[config.mk]
export PLATFORM = sky130hd
export DESIGN_NAME = operand_skew_loader_flat
export DESIGN_NICKNAME = d
export VERILOG_FILES = /design/src/rtl/sa_pkg.sv /design/src/rtl/operand_skew_loader_if.sv /design/src/rtl/skew_addr_gen.sv /design/src/rtl/operand_skew_loader.sv /design/src/flat_wrapper.sv
export SDC_FILE = /design/constraint.sdc
export NUM_CORES = 1
export LEC_CHECK = 0
export CORE_UTILIZATION = 51
export DETAILED_ROUTE_END_ITERATION = 6
export PLACE_DENSITY = 0.81
export SYNTH_ARGS = -nofsm -noshare
export SYNTH_HDL_FRONTEND = slang
export SYNTH_SLANG_ARGS = --single-unit
[constraint.sdc]
create_clock -name clk -period 3.6 [get_ports clk]
set_input_delay 0.72 -clock clk [delete_from_list [all_inputs] [get_ports clk]]
set_output_delay 0.72 -clock clk [all_outputs]
set_load 0.02 [all_outputs]
[src/rtl/sa_pkg.sv]
// Shared constants, state encoding and skewed-address helper for the
// operand skew loader and its address generator.
package sa_pkg;

  localparam int unsigned ROWS     = 4;
  localparam int unsigned DATA_W   = 16;
  localparam int unsigned COL_W    = 8;
  localparam int unsigned PAD      = 7;
  localparam int unsigned ROW_BITS = $clog2(ROWS);
  localparam int unsigned ADDR_W   = ROW_BITS + COL_W;
  // Wide enough for the CLEAR column index, which reaches N+6 = 21.
  localparam int unsigned IDX_W    = 5;

  typedef enum logic [1:0] {
    IDLE,
    CLEAR,
    LOAD,
    FIN
  } state_t;

  // Bank in the top bits and the column wrapped inside the bank.
  // With skew set, row r is pushed right by r columns.
  function automatic logic [ADDR_W-1:0] skew_addr(
    input logic [ROW_BITS-1:0] r,
    input logic [IDX_W-1:0]    k,
    input logic [COL_W-1:0]    base,
    input logic                skew
  );
    logic [COL_W-1:0] col;
    col = base + COL_W'(k) + (skew ? COL_W'(r) : '0);
    return {r, col};
  endfunction

endpackage

[src/rtl/operand_skew_loader_if.sv]
// Control, element-stream and memory write-port signals of one operand loader.
interface operand_skew_loader_if;
  import sa_pkg::*;

  logic              start;
  logic [3:0]        n_len;
  logic              busy;
  logic              done;
  logic              s_valid;
  logic              s_ready;
  logic [DATA_W-1:0] s_data;
  logic [ADDR_W-1:0] mem_addr;
  logic [DATA_W-1:0] mem_data;
  logic              mem_en;
  logic [COL_W-1:0]  base_col;

  // Tile source and memory observer side.
  modport master (
    output start, n_len, s_valid, s_data,
    input  busy, done, s_ready, mem_addr, mem_data, mem_en, base_col
  );

  // Loader side.
  modport slave (
    input  start, n_len, s_valid, s_data,
    output busy, done, s_ready, mem_addr, mem_data, mem_en, base_col
  );

endinterface

[src/rtl/skew_addr_gen.sv]
// Row/column counter pair with wrap-add onto the tile base column.
// CLEAR walks c = 0..N+6 unskewed; LOAD walks k = 0..N-1 skewed by row.
module skew_addr_gen
  import sa_pkg::*;
(
  input  logic                clk,
  input  logic                rst,
  input  logic                clr,
  input  logic                inc,
  input  logic                skew,
  input  logic [IDX_W-1:0]    last_c,
  input  logic [COL_W-1:0]    base,
  output logic [ADDR_W-1:0]   addr,
  output logic                last
);

  logic [ROW_BITS-1:0] r_q;
  logic [IDX_W-1:0]    c_q;

  // Column is the inner loop; it wraps into the next row at last_c.
  always_ff @(posedge clk) begin
    if (rst || clr) begin
      r_q <= '0;
      c_q <= '0;
    end else if (inc) begin
      if (c_q == last_c) begin
        c_q <= '0;
        r_q <= r_q + 1'b1;
      end else begin
        c_q <= c_q + 1'b1;
      end
    end
  end

  // Current word address and end-of-walk flag.
  always_comb begin
    addr = skew_addr(r_q, c_q, base, skew);
    last = (r_q == ROW_BITS'(ROWS - 1)) && (c_q == last_c);
  end

endmodule

[src/rtl/operand_skew_loader.sv]
// Writer-side front end for one 4-row operand memory: zero-fills the tile
// footprint, then writes the streamed tile pre-skewed so row r lags r columns.
module operand_skew_loader
  import sa_pkg::*;
(
  input  logic                 clk,
  input  logic                 rst,
  operand_skew_loader_if.slave bus
);

  state_t            state_q, state_d;
  logic [3:0]        n_q, n_d;
  logic [COL_W-1:0]  base_q, base_d;
  logic              busy_q, busy_d;
  logic              done_q, done_d;
  logic              s_ready_q, s_ready_d;
  logic              mem_en_q, mem_en_d;
  logic [ADDR_W-1:0] mem_addr_q, mem_addr_d;
  logic [DATA_W-1:0] mem_data_q, mem_data_d;

  logic              gen_clr, gen_inc, gen_skew, gen_last;
  logic [IDX_W-1:0]  gen_last_c;
  logic [ADDR_W-1:0] gen_addr;
  logic              hs;

  assign hs = bus.s_valid & s_ready_q;

  skew_addr_gen u_gen (
    .clk    (clk),
    .rst    (rst),
    .clr    (gen_clr),
    .inc    (gen_inc),
    .skew   (gen_skew),
    .last_c (gen_last_c),
    .base   (base_q),
    .addr   (gen_addr),
    .last   (gen_last)
  );

  // State and registered outputs; reset aborts any tile and rewinds the base.
  always_ff @(posedge clk) begin
    if (rst) begin
      state_q    <= IDLE;
      n_q        <= '0;
      base_q     <= '0;
      busy_q     <= 1'b0;
      done_q     <= 1'b0;
      s_ready_q  <= 1'b0;
      mem_en_q   <= 1'b0;
      mem_addr_q <= '0;
      mem_data_q <= '0;
    end else begin
      state_q    <= state_d;
      n_q        <= n_d;
      base_q     <= base_d;
      busy_q     <= busy_d;
      done_q     <= done_d;
      s_ready_q  <= s_ready_d;
      mem_en_q   <= mem_en_d;
      mem_addr_q <= mem_addr_d;
      mem_data_q <= mem_data_d;
    end
  end

  // Next state, next output values and address-generator control.
  // Outputs are computed one cycle early so every port comes from a flop.
  always_comb begin
    state_d    = state_q;
    n_d        = n_q;
    base_d     = base_q;
    busy_d     = busy_q;
    done_d     = 1'b0;
    s_ready_d  = s_ready_q;
    mem_en_d   = 1'b0;
    mem_addr_d = mem_addr_q;
    mem_data_d = mem_data_q;
    gen_clr    = 1'b0;
    gen_inc    = 1'b0;
    gen_skew   = 1'b0;
    gen_last_c = IDX_W'(n_q) + IDX_W'(PAD - 1);

    unique case (state_q)
      IDLE: begin
        if (bus.start) begin
          if (bus.n_len == '0) begin
            done_d = 1'b1;
          end else begin
            n_d     = bus.n_len;
            busy_d  = 1'b1;
            gen_clr = 1'b1;
            state_d = CLEAR;
          end
        end
      end

      CLEAR: begin
        mem_en_d   = 1'b1;
        mem_addr_d = gen_addr;
        mem_data_d = '0;
        gen_inc    = 1'b1;
        if (gen_last) begin
          gen_clr   = 1'b1;
          s_ready_d = 1'b1;
          state_d   = LOAD;
        end
      end

      LOAD: begin
        gen_skew   = 1'b1;
        gen_last_c = IDX_W'(n_q) - 1'b1;
        if (hs) begin
          mem_en_d   = 1'b1;
          mem_addr_d = gen_addr;
          mem_data_d = bus.s_data;
          gen_inc    = 1'b1;
          if (gen_last) begin
            s_ready_d = 1'b0;
            state_d   = FIN;
          end
        end
      end

      FIN: begin
        done_d  = 1'b1;
        busy_d  = 1'b0;
        base_d  = base_q + COL_W'(n_q) + COL_W'(PAD);
        state_d = IDLE;
      end

      default: state_d = IDLE;
    endcase
  end

  assign bus.busy     = busy_q;
  assign bus.done     = done_q;
  assign bus.s_ready  = s_ready_q;
  assign bus.mem_en   = mem_en_q;
  assign bus.mem_addr = mem_addr_q;
  assign bus.mem_data = mem_data_q;
  assign bus.base_col = base_q;

endmodule

[src/flat_wrapper.sv]
// flat-port wrapper written by rule: the top's interface ports become plain ports
module operand_skew_loader_flat import sa_pkg::*;
  (clk, rst, bus_start, bus_n_len, bus_s_valid, bus_s_data, bus_busy, bus_done, bus_s_ready, bus_mem_addr, bus_mem_data, bus_mem_en, bus_base_col);
  operand_skew_loader_if bus_i ();
  input  logic clk;
  input  logic rst;
  input wire logic [$bits(bus_i.start)-1:0] bus_start;
  input wire logic [$bits(bus_i.n_len)-1:0] bus_n_len;
  input wire logic [$bits(bus_i.s_valid)-1:0] bus_s_valid;
  input wire logic [$bits(bus_i.s_data)-1:0] bus_s_data;
  output wire logic [$bits(bus_i.busy)-1:0] bus_busy;
  output wire logic [$bits(bus_i.done)-1:0] bus_done;
  output wire logic [$bits(bus_i.s_ready)-1:0] bus_s_ready;
  output wire logic [$bits(bus_i.mem_addr)-1:0] bus_mem_addr;
  output wire logic [$bits(bus_i.mem_data)-1:0] bus_mem_data;
  output wire logic [$bits(bus_i.mem_en)-1:0] bus_mem_en;
  output wire logic [$bits(bus_i.base_col)-1:0] bus_base_col;
  assign bus_i.start = bus_start;
  assign bus_i.n_len = bus_n_len;
  assign bus_i.s_valid = bus_s_valid;
  assign bus_i.s_data = bus_s_data;
  assign bus_busy = bus_i.busy;
  assign bus_done = bus_i.done;
  assign bus_s_ready = bus_i.s_ready;
  assign bus_mem_addr = bus_i.mem_addr;
  assign bus_mem_data = bus_i.mem_data;
  assign bus_mem_en = bus_i.mem_en;
  assign bus_base_col = bus_i.base_col;
  operand_skew_loader u_core (.clk(clk), .rst(rst), .bus(bus_i));
endmodule
# Word level (Yosys, flattened, before mapping)
# Index checks and enable logic that the tools add are counted.
# W data, S select, Z words.
[classes]
bitwise = 2
n_eq_ne = 10
add_sub_neg = 8
n_reduce_logical = 12
n_mux = 30
[op_table]
columns = ["operator", "n"]
rows = [
  ["$pmux W16 S2", 1],
  ["$pmux W10 S2", 1],
  ["$mux W16", 1],
  ["$mux W1", 12],
  ["$mux W2", 6],
  ["$mux W10", 1],
  ["$mux W5", 2],
  ["$pmux W1 S2", 5],
  ["$add A8 B2 Y8", 1],
  ["$add A8 B3 Y8 const B", 1],
  ["$add A8 B4 Y8", 1],
  ["$add A8 B5 Y8", 1],
  ["$pmux W2 S4", 1],
  ["$eq A2 B2 Y1 const B", 3],
  ["$ne A2 B1 Y1 const B", 3],
  ["$reduce_and A3 Y1", 2],
  ["$add A4 B3 Y5 const B", 1],
  ["$add A5 B1 Y5 const B", 1],
  ["$eq A5 B5 Y1", 1],
  ["$reduce_and A5 Y1", 1],
  ["$sub A4 B1 Y5 const B", 1],
  ["$logic_not A4 Y1", 1],
  ["$ne A2 B2 Y1 const B", 2],
  ["$reduce_and A2 Y1", 2],
  ["9 further kinds", 10],
]
[word_totals]
regBits = 51
out_inout_bits = 38
in_bits = 24

# Logic depth before layout (Yosys ltp)
[logic_depth]
ltp_word = 7
ltp_mapped = 15
ltp_nobuf = 14

# Modules after synthesis
# A second synthesis with hierarchy kept.
[unflattened]
hier_cells = 330
hier_area_um2 = 2889.0
[by_module_without_submodules]
columns = ["module", "cells_per_inst", "n_inst", "area_per_inst_um2"]
rows = [
  ["operand_skew_loader", 250, 1, 2175.8],
  ["skew_addr_gen", 80, 1, 713.2],
]

# Least setup slack after synthesis
# Ideal clock, no wire load.
[synth_timing]
path_type = "register to register"
startpoint = "reg u_core.state_q[0]"
endpoint = "reg u_core.mem_addr_q[7], in the netlist u_core.bus.mem_addr[7]"
stages_incl_launch_ff = 15
synth_period_minus_slack_ps = 3034
arrival_ps = 2948
path_slack_ps = 566
cell_sequence = "dfxtp_1 inv_1 ha_1 buf_4 and2_1 fa_1 ha_1 inv_1 fa_1 nor2b_1 o21ai_0 a21boi_0 o21ai_0 xor2_1 a211oi_1"
[synth_between]
elab_chain_len = 6
[synth_lines]
columns = ["item", "line", "rtl"]
rows = [
  ["start: declaration", "operand_skew_loader.sv:11", "state_t state_q, state_d;"],
  ["start signal: assignment", "operand_skew_loader.sv:53", "state_q <= state_d;"],
  ["$eq A2 B2 Y1", "operand_skew_loader.sv:82", "unique case (state_q)"],
  ["$mux W1", "operand_skew_loader.sv:82", ""],
  ["$mux W2", "sa_pkg.sv:30", "col = base + COL_W'(k) + (skew ? COL_W'(r) : '0);"],
  ["$add A8 B2 Y8", "sa_pkg.sv:30", ""],
  ["$mux W10", "operand_skew_loader.sv:111", "if (hs) begin"],
  ["$pmux W10 S2", "operand_skew_loader.sv:82", ""],
  ["end signal: assignment", "operand_skew_loader.sv:60", "mem_addr_q <= mem_addr_d;"],
  ["end: declaration", "operand_skew_loader.sv:18", "logic [ADDR_W-1:0] mem_addr_q, mem_addr_d;"],
]
# Several ways; a longest one is shown, not always the timed one. The select of a mux whose other input is x is not followed.
# A chain may end at the register's enable or synchronous reset.

# Worst setup path after layout
# Ends and elaborated chain as after synthesis.

==> impl_metrics.json <==
{
  "synthDistinctLibCells": 49,
  "crit_type": "reg2reg",
  "die_width_um": 75.98,
  "timing.final.crit_period_ps": 3159,
  "drt_iter0_drc": 182,
  "syn-mean-instance-area_um2": 9.005,
  "ys_async_sr_fraction": 0,
  "dieArea_um2": 5773,
  "place.detailed.instances": 433,
  "globalRouteTotalUtil": 0.2407,
  "grt_setup_unrepaired": "no",
  "yosys.area.top_type_share": 0.3658,
  "p_per_area_nw_per_um2": 480.1,
  "setup_viol": 0,
  "synthesis.area_um2": 2791,
  "cp_buf_inv_count": 2,
  "clock_skew_ps": 8.200,
  "worstSetupEndpointType": "flip-flop",
  "slowest_delay_ps": 480,
  "dr_total_vias": 2405,
  "p_leak_nw": 1.402,
  "timing.critical_path.cells": "inv_1, ha_1, and2_1, fa_1, ha_1, inv_1, fa_1, nor2b_1, o21ai_0, a21boi_0, o21ai_0, xor2_1, a211oi_1",
  "met2_length_um": 3278,
  "clock_tree_root_driver_cell": "sky130_fd_sc_hd__clkbuf_8",
  "first_global_vias": 2362,
  "postCtsHoldBufs": 0,
  "core_region_area_um2": 5205,
  "pin_count": 62,
  "postSynthRegisterBits": 51,
  "nNetsFinal": 423,
  "m1WireLength_um": 2930,
  "synth_top_flop_cell": "sky130_fd_sc_hd__dfxtp_1",
  "number_of_flops_mapped_to_enable_cells_by_yosys": 0,
  "post-cts-setup-buffers": 0,
  "synth.yosys.warnings": 0,
  "ant_diodes": 0,
  "layout-drive-gt1-share": 0.06739,
  "drtAntennaViolNets": 0,
  "detailroute.wirelength.met3_um": 350,
  "h-tree-depth": 2,
  "post_synth_most_frequent_cells": "sky130_fd_sc_hd__dfxtp_1, sky130_fd_sc_hd__nor2_1, sky130_fd_sc_hd__ha_1",
  "dpl.hpwl_um": 4957,
  "max_cap_violations": 0,
  "critical-path-top-delay-family": "adder cells",
  "topRoutingLayerUsed": "met4",
  "vias_per_cell": 5.454,
  "critPathRequiredTime_ps": 3820,
  "grt_antenna_before_repair": 0,
  "grt.overflow.total": 0,
  "setup.worst_path.start": "u_core.state_q[0]",
  "seq_area_frac_synth": 0.3658,
  "mappedNetlistNets": 363,
  "crit_path_start_kind": "flip-flop",
  "layoutNonFillerInstCount": 441,
  "syn2layout_area_growth_pct": 29.00,
  "worst_hold_path_type": "reg2reg",
  "dp_slack_ps": 532.5,
  "fp.dieH_um": 75.98,
  "drv_slew": 0,
  "count_of_mapped_cells_out_of_synthesis": 310,
  "std_cell_rows": 26,
  "post-route-period-util": 0.8775,
  "cts_tree": "yes",
  "yosys.cell_count.top_type": "sky130_fd_sc_hd__dfxtp_1",
  "max_fo_critical_path": 4,
  "floorplan.initialDensity": 0.5363,
  "wirelength_um": 6613,
  "setup_tns_ps": 0,
  "io_buf_count": 61,
  "worst_slew_pin_slew_ps": 626.9,
  "detail_route.first_pass.iterations": 4,
  "clock_sinks": 51,
  "cts_max_path_buffers": 2,
  "count_of_unresolved_drc_violations_after_routing": 0,
  "layout.filler_cells": 414,
  "maximum_number_of_pins_on_one_net_before_global_route_repair": 21,
  "grt_pass1_wl_um": 11260,
  "gp_congestion": 0.8520,
  "clkSlewWorstSetupHoldPaths_ps": 100,
  "power.total_mw": 1.729,
  "wire_per_inst_um": 15.00,
  "post_cts.resized_instances": 0,
  "yosys-top-cells-area": "sky130_fd_sc_hd__dfxtp_1, sky130_fd_sc_hd__ha_1, sky130_fd_sc_hd__nor2_1",
  "setup_ws_ps": 440.9,
  "clock_latency_ps": 300,
  "yosys.area.top_type": "sky130_fd_sc_hd__dfxtp_1",
  "reg2reg_from": "u_core.state_q[0]",
  "critical_path.slowest_cell": "sky130_fd_sc_hd__fa_1",
  "ir_worst_vdd_mv": 0.2346,
  "timing.hold.worst.start": "u_core.bus.mem_addr[8]",
  "status": "complete, no violations",
  "worst_ep_arrival_time_ps": 3380,
  "clock.fmax_mhz": 316.5,
  "timing.slew.headroom": 0.5805,
  "final_hold_viol_count": 0,
  "numCtsBuffers": 5
}
## cell usage in the layout, fill, tap and decap left out, types with 6 or more instances in the layout
| cell type | synthesis | routed |
|---|---|---|
| sky130_fd_sc_hd__clkbuf_8 | 0 | 6 |
| sky130_fd_sc_hd__a22oi_1 | 16 | 16 |
| sky130_fd_sc_hd__xor2_1 | 6 | 6 |
| sky130_fd_sc_hd__buf_4 | 1 | 6 |
| sky130_fd_sc_hd__nor2_1 | 46 | 46 |
| sky130_fd_sc_hd__nand2_1 | 20 | 20 |
| sky130_fd_sc_hd__xnor2_1 | 6 | 6 |
| sky130_fd_sc_hd__dfxtp_1 | 51 | 51 |
| sky130_fd_sc_hd__a21o_1 | 6 | 6 |
| sky130_fd_sc_hd__a21oi_1 | 17 | 16 |
| sky130_fd_sc_hd__nand3_1 | 6 | 6 |
| sky130_fd_sc_hd__clkdlybuf4s50_1 | 0 | 61 |
| sky130_fd_sc_hd__mux2i_1 | 9 | 9 |
| sky130_fd_sc_hd__ha_1 | 25 | 25 |
| sky130_fd_sc_hd__inv_1 | 24 | 24 |
## metrics by stage
stage               utilization  hold slack, ps  cell area [um2]
floorplan                     -           461.5             2791
global placement         0.6685           440.9             3480
detailed placement       0.6685           447.3             3480
CTS                      0.6918           460.5             3601
global route             0.6918           488.2             3601
finish                   0.6918           459.3             3601
## worst paths after layout
check | endpoint | slack [ps] | cells past startpoint
max reg2reg | u_core.bus.mem_addr[7] | 440 | 13
min | u_core.bus.mem_addr[8] | 460 | 2
min reg2reg | u_core.bus.mem_addr[8] | 460 | 2
max | u_core.bus.mem_addr[7] | 440 | 13
## worst min-delay path, cell delays in order (launching register included)
cell and delay, ps:
sky130_fd_sc_hd__dfxtp_1 320, sky130_fd_sc_hd__nand2_1 50, sky130_fd_sc_hd__a21oi_1 50
## registers in the layout, indices dropped and copies added (netlist names), 2 cells and up
register / cells
u_core.bus.mem_data: 16
u_core.bus.mem_addr: 10
u_core.bus.base_col: 8
u_core.u_gen.c_q: 5
u_core.n_q: 4
u_core.state_q: 2
u_core.u_gen.r_q: 2
## cell families after synthesis
logic type,Yosys count,share of synthesized area
AO/OA/AOI/OAI,69,0.1887
adder cells (fa/ha/maj),29,0.1407
XOR/XNOR,14,0.04931
flip-flops,51,0.3658
AND/OR/NAND/NOR,99,0.1685
multiplexers,9,0.03227
buffers and inverters,39,0.05469
## report_power, final
group	switching, mW	internal (mW)	total, mW
combinational	0.378	0.275	0.653
clock	0.196	0.229	0.425
sequential	0.0436	0.608	0.651
total	0.618	1.11	1.73
## routing by layer
metal  global-route usage  up-vias
li1                     -     1184
met1               0.3021     1156
met2               0.4255       58
met3              0.04192        7
met4              0.06346        0
met5                    0        -
## final cells by class
cell class              count  area (um2)  share of cell area
flip-flops and latches     51        1021              0.2835
clock inverters             2       38.79             0.01077
multi-input cells         220        1622              0.4503
clock buffers               6       82.58             0.02293
repair buffers             67       655.6              0.1821
inverters                  25       93.84             0.02606
well taps                  70       87.58             0.02432
No activity file was read; power rests on OpenSTA's default activity.
